==> src/rtl/tone_bank.sv <==
`default_nettype none
// ============================================================================
// Module      : tone_bank
// Description : Bank of NCH square-wave tone generators with per-channel
//               period and optional note duration (TONE_DUR_EN).
// Revision    : 1.0 - initial release
// ============================================================================
module tone_bank #(
    parameter int NCH  = 8,
    parameter int DW   = 20,
    parameter int DURW = 16,
    parameter int TICK = 12000
) (
    input  logic                                     clk,
    input  logic                                     rstn,
    input  logic                                     wr,
    input  logic [((NCH > 1) ? $clog2(NCH) : 1)-1:0] addr,
    input  logic [DW-1:0]                            div,
    input  logic [DURW-1:0]                          dur,
    output logic [NCH-1:0]                           ch,
    output logic [NCH-1:0]                           busy,
    output logic [NCH-1:0]                           done
);

    localparam int c_aw = (NCH > 1) ? $clog2(NCH) : 1;

`ifdef TONE_DUR_EN
    localparam int c_pw = (TICK > 1) ? $clog2(TICK) : 1;

    logic [c_pw-1:0] r_pre;
    logic            w_tick;

    // Shared duration prescaler; writes never disturb its phase.
    assign w_tick = (r_pre == c_pw'(TICK - 1));

    always_ff @(posedge clk or negedge rstn) begin
        if (!rstn) begin
            r_pre <= '0;
        end else if (w_tick) begin
            r_pre <= '0;
        end else begin
            r_pre <= r_pre + c_pw'(1);
        end
    end
`else
    localparam int c_unused_cfg = TICK + DURW;
    logic          w_unused_dur;

    assign w_unused_dur = ^dur;
`endif

    for (genvar i = 0; i < NCH; i++) begin : g_ch
        logic [DW-1:0] r_per;
        logic [DW-1:0] r_cnt;
        logic          r_act;
        logic          r_ch;
        logic          r_done;
        logic          w_sel;
        logic          w_wrap;
        logic          w_expire;

        // Out-of-range addresses never match any channel index.
        assign w_sel  = wr && (addr == c_aw'(i));
        assign w_wrap = (r_cnt == (r_per - DW'(1)));

`ifdef TONE_DUR_EN
        logic [DURW-1:0] r_rem;

        assign w_expire = w_tick && r_act && (r_rem == DURW'(1));

        always_ff @(posedge clk or negedge rstn) begin
            if (!rstn) begin
                r_rem <= '0;
            end else if (w_sel) begin
                r_rem <= dur;
            end else if (w_tick && r_act && (r_rem != '0)) begin
                r_rem <= r_rem - DURW'(1);
            end
        end
`else
        assign w_expire = 1'b0;
`endif

        // A write on the expiry edge takes priority and suppresses done.
        always_ff @(posedge clk or negedge rstn) begin
            if (!rstn) begin
                r_per  <= '0;
                r_cnt  <= '0;
                r_act  <= 1'b0;
                r_ch   <= 1'b0;
                r_done <= 1'b0;
            end else begin
                r_ch   <= r_act && (r_cnt < (r_per >> 1));
                r_done <= 1'b0;
                if (w_sel) begin
                    r_per <= div;
                    r_cnt <= '0;
                    r_act <= (div >= DW'(2));
                end else if (w_expire) begin
                    r_act  <= 1'b0;
                    r_cnt  <= '0;
                    r_done <= 1'b1;
                end else if (r_act) begin
                    r_cnt <= w_wrap ? '0 : (r_cnt + DW'(1));
                end else begin
                    r_cnt <= '0;
                end
            end
        end

        assign ch[i]   = r_ch;
        assign busy[i] = r_act;
        assign done[i] = r_done;
    end

endmodule
`default_nettype wire

==> config.mk <==
export PLATFORM = sky130hd
export DESIGN_NAME = tone_bank
export DESIGN_NICKNAME = d
export VERILOG_FILES = /design/src/rtl/tone_bank.sv
export SDC_FILE = /design/constraint.sdc
export NUM_CORES = 1
export LEC_CHECK = 0
export BUFFER_PORTS_ARGS = -buffer_cell sky130_fd_sc_hd__buf_2
export CAP_MARGIN = 20
export CELL_PAD_IN_SITES_DETAIL_PLACEMENT = 0
export CELL_PAD_IN_SITES_GLOBAL_PLACEMENT = 2
export CORE_ASPECT_RATIO = 0.5
export CORE_MARGIN = 3
export CORE_UTILIZATION = 41
export CTS_CLUSTER_SIZE = 25
export DETAILED_ROUTE_END_ITERATION = 10
export HOLD_SLACK_MARGIN = 0.05
export PLACE_DENSITY_LB_ADDON = 0.1
export RECOVER_POWER = 50
export SLEW_MARGIN = 40
export SYNTH_ARGS = -nofsm -noshare
export SYNTH_HDL_FRONTEND = slang
export SYNTH_SLANG_ARGS = --single-unit
==> constraint.sdc <==
create_clock -name clk -period 4.14 [get_ports clk]
set_clock_uncertainty 0.1 [all_clocks]
set_input_delay 0.828 -clock clk [delete_from_list [all_inputs] [get_ports clk]]
set_output_delay 0.828 -clock clk [all_outputs]
set_load 0.05 [all_outputs]
# Yosys cells after proc, flatten, opt, wreduce, memory -nomap -nowiden
# Index checks and enable logic that the tools add are counted.
# word_totals
elab_cells,113
register_bits,336
# op_classes
n_mux,24
reduce_logical,17
n_lt_le_gt_ge,9
n_addsub,16
n_eq_ne,15
# op_table
op,count
$mux 20,24
$add 20x1->20 const B,8
$eq 20x20->1,8
$lt 20x19->1,8
$sub 20x1->20 const B,8
$ge 20x2->1 const B,1
$logic_and 1x1->1,16
$eq 3x3->1 const B,4
$eq 3x2->1 const B,2
$eq 3x1->1 const B,1
$logic_not 3->1,1

# Logic depth before layout (Yosys ltp)
# logic_depth
word_depth,5
mapped_depth,11
ltp_nobuf,9

# Least setup slack after synthesis
# No wires, ideal clock.
# synth_timing
kind,register to register
startpoint,reg g_ch[2].r_per[0]
endpoint,reg g_ch[2].r_cnt[10]
path_stages_with_launch,10
required_time_ps,3897
n_path_buf,1
period_less_slack_ps,3107
arrival_ps,2864
setup_slack_ps,1033
path_cell_list,dfrtp_1 inv_1 ha_1 or4b_1 or4_1 xnor2_1 or4_4 nor4_4 buf_6 nor3_2
# synth_via
elab_chain_cells,5
# synth_rtl
item,line_no,rtl
from (decl),53,logic [DW-1:0] r_per;
from (signal assigned),96,r_per <= div;
$sub 20x1->20,64,assign w_wrap = (r_cnt == (r_per - DW'(1)));
$eq 20x20->1,64,
$mux 20,104,r_cnt <= w_wrap ? '0 : (r_cnt + DW'(1));
$mux 20,103,end else if (r_act) begin
$mux 20,95,if (w_sel) begin
to (signal assigned),104,
to (decl),54,logic [DW-1:0] r_cnt;
# Every way passes these cells.
# A chain may end at the register's enable or synchronous reset.

# Worst setup path after layout
# layout_timing
startpoint,reg g_ch[2].r_per[0]
endpoint,reg g_ch[2].r_cnt[2]
# Same word-level chain as after synthesis.

==> results.cfg <==
[outcome]
status = complete, but fails checks
violations = capacitance limit, slew limit

[placement]
dp_slack_ns = 0.739
io_buffers = 41
hpwl_mm = 44.9
gp_congestion = 0.833

[pwr]
p_leak_nw = 11.5
irDropWorstVdd_mv = 0.303
powerDensity_nw_per_um2 = 429

[die]
ioPinCount = 66
start_util_pct = 42.3
core.rowCount = 60
dieArea_um2 = 59700
fp.dieH_um = 174
die-width_um = 343
core_area_um2 = 54900

[route]
first_iter_violations = 975
drtPass1Iterations = 6
drtAntennaViolNets = 0
wirelength_mm = 63.1
viasPerCell = 5.43
wl_per_cell_um = 18.9
drc = 0
vias = 18079

[worst_setup_path]
critPathRequiredTime_ns = 4.41
cp.arrival_ns = 3.71
r2r_start = g_ch[2].r_per[0]
path_cells = inv_1, ha_1, or4b_1, or4_1, xnor2_1, or4_4, nor4_4, buf_4, nor4_2
crit_fanout = 20
startpoint = g_ch[2].r_per[0]
cp-end-kind = register
cpPeakStageDelay_ns = 0.56
start_kind = register
path_class = reg -> reg
crit_slowest_cell = or4_1

[cells_and_area]
nets = 2767
drive_above_1_share_pct = 9.66
syn2layout_area_growth_pct = 8.96

[cts]
clock_latency_ns = 0.56
cts_made_buffers = 37
clk_pin_slew_ns = 0.06
clock_sinks = 336
root_buffer = clkbuf_16
post_cts_resize_count = 0
clock_tree.buffer_depth = 3
cts_max_level = 2
tritoncts = built

[min_path]
hp-class = reg -> reg
min_from = g_ch[3].r_per[18]

[grt]
antenna_found_initial = 3
track_usage_pct = 21.4
grt_pass1_wl_mm = 102
overflow = 0
grt_max_degree = 85
grt_pass1_vias = 17677

[synth]
synth_commonest_cells = 336 x dfrtp_1, 204 x nand2_1, 201 x nor2_1, 181 x inv_1, 169 x xnor2_1
synth_edf_count = 0
synthDistinctLibCells = 78
async_flop_share_pct = 100
yosys.area.top_type = dfrtp_1
synth_top_area_share_pct = 36.2
syn_area_per_cell_um2 = 8.99
ys_top_cells_by_area = dfrtp_1 36%, ha_1 8.6%, xnor2_1 6.4%
yosys_warnings = 0
syn_inst = 2584
synth_seq_cells = 336
post-synth-top-count-cell = dfrtp_1
synthesis.area_um2 = 23200
yosysSeqAreaShare_pct = 36.2
ys.flop_type = dfrtp_1

[timing]
slew_violations = 149
tightest_slew_ns = 1.75
slew_headroom_pct = -16.9
final_hold_viol_count = 0
finalSetupViolCount = 0
worst_slack_ns = 0.691
fin_crit_ns = 3.45
finalSetupTns_ns = 0
rsz0062_at_grt = no
finalCritPeriodShare_pct = 83.3
fmax_ghz = 0.290

[job]
drv_cap = 4
## through the flow
stage	std cells	power (mW)	cell area (µm²)	hold WS, ns	util, %
4_1_cts	3329	11.0	25300	0.164	46.1
2_1_floorplan	2591	6.60	23300	0.394	-
6_report	3332	10.9	25300	0.452	46.1
3_5_place_dp	3268	7.42	24100	0.441	43.9
3_3_place_gp	3268	7.40	24100	0.435	43.9
5_1_grt	3331	11.6	25300	0.488	46.1
## where the power goes
group,leakage (nW),internal [mW],switching (mW),total [mW]
Clock,0.599,2.03,1.46,3.49
Sequential,4.32,3.73,0.743,4.47
Combinational,6.58,1.25,1.64,2.89
## cells in the final DEF, fill, tap and decap left out, types with 34 or more instances in the layout
cell type | Yosys | routed
dfrtp_1 | 336 | 336
nand2_1 | 204 | 204
nor2_1 | 201 | 201
inv_1 | 181 | 181
xnor2_1 | 169 | 169
ha_1 | 160 | 160
xor2_1 | 154 | 154
o21ai_0 | 123 | 123
nand3_1 | 106 | 106
nor3_1 | 106 | 106
mux2_2 | 82 | 82
a21oi_1 | 67 | 67
nand4_1 | 64 | 64
a21o_1 | 57 | 57
and3_1 | 47 | 47
clkbuf_16 | 0 | 39
buf_2 | 9 | 38
nor4_1 | 39 | 34
## worst paths after layout
kind / endpoint / slack [ns] / cells after the start
min in group asynchronous: g_ch[6].r_cnt[1] / 1.13 / 2
worst min-delay path: g_ch[3].r_per[18] / 0.45 / 1
max in group asynchronous: g_ch[5].r_cnt[8] / 1.09 / 3
worst min register to register: g_ch[3].r_per[18] / 0.45 / 1
worst max-delay path: g_ch[2].r_cnt[2] / 0.69 / 9
worst max register to register: g_ch[2].r_cnt[2] / 0.69 / 9
## layout make-up
type                            instances  area (µm²)
Timing Repair Buffer                   72         467
Clock buffer                           47        1050
Inverter                              181         679
Sequential cell                       336        8410
Tap cell                              744         931
Clock inverter                         14         185
Antenna cell                            1        2.50
Fill cell                            5374       29600
Multi-Input combinational cell       1937       13600
## worst max-delay path: cells and delay by family (launching register included)
kind	cells	cell delay, ns
buffers and inverters	2	0.45
XOR/XNOR	1	0.16
adder cells (fa/ha/maj)	1	0.20
flip-flops	1	0.42
AND/OR/NAND/NOR	5	1.93
## flip-flops by register name, indices dropped and copies added, names as in the netlist
signal / flops
g_ch.r_per: 160
g_ch.r_ch: 8
g_ch.r_act: 8
g_ch.r_cnt: 160
## routing by layer
layer	vias to the layer above	GRT usage (%)	wire, µm
li1	9054	-	-
met1	8704	31.1	31300
met2	243	32.7	27400
met3	78	3.76	2830
met4	0	5.55	1540
met5	-	0	0
## cell families after synthesis
logic type               share of synthesized area [%]
AO/OA/AOI/OAI                                     11.2
XOR/XNOR                                          12.2
adder cells (fa/ha/maj)                           8.62
buffers and inverters                             5.65
flip-flops                                        36.2
multiplexers                                      4.53
other                                           0.0161
AND/OR/NAND/NOR                                   21.6
## repair_timing
item / CTS / global route
buffers inserted: 0 / 0
endpoints found under the hold margin: 0 / 17
hold buffers: 0 / 1
No activity file was read; power rests on OpenSTA's default activity.
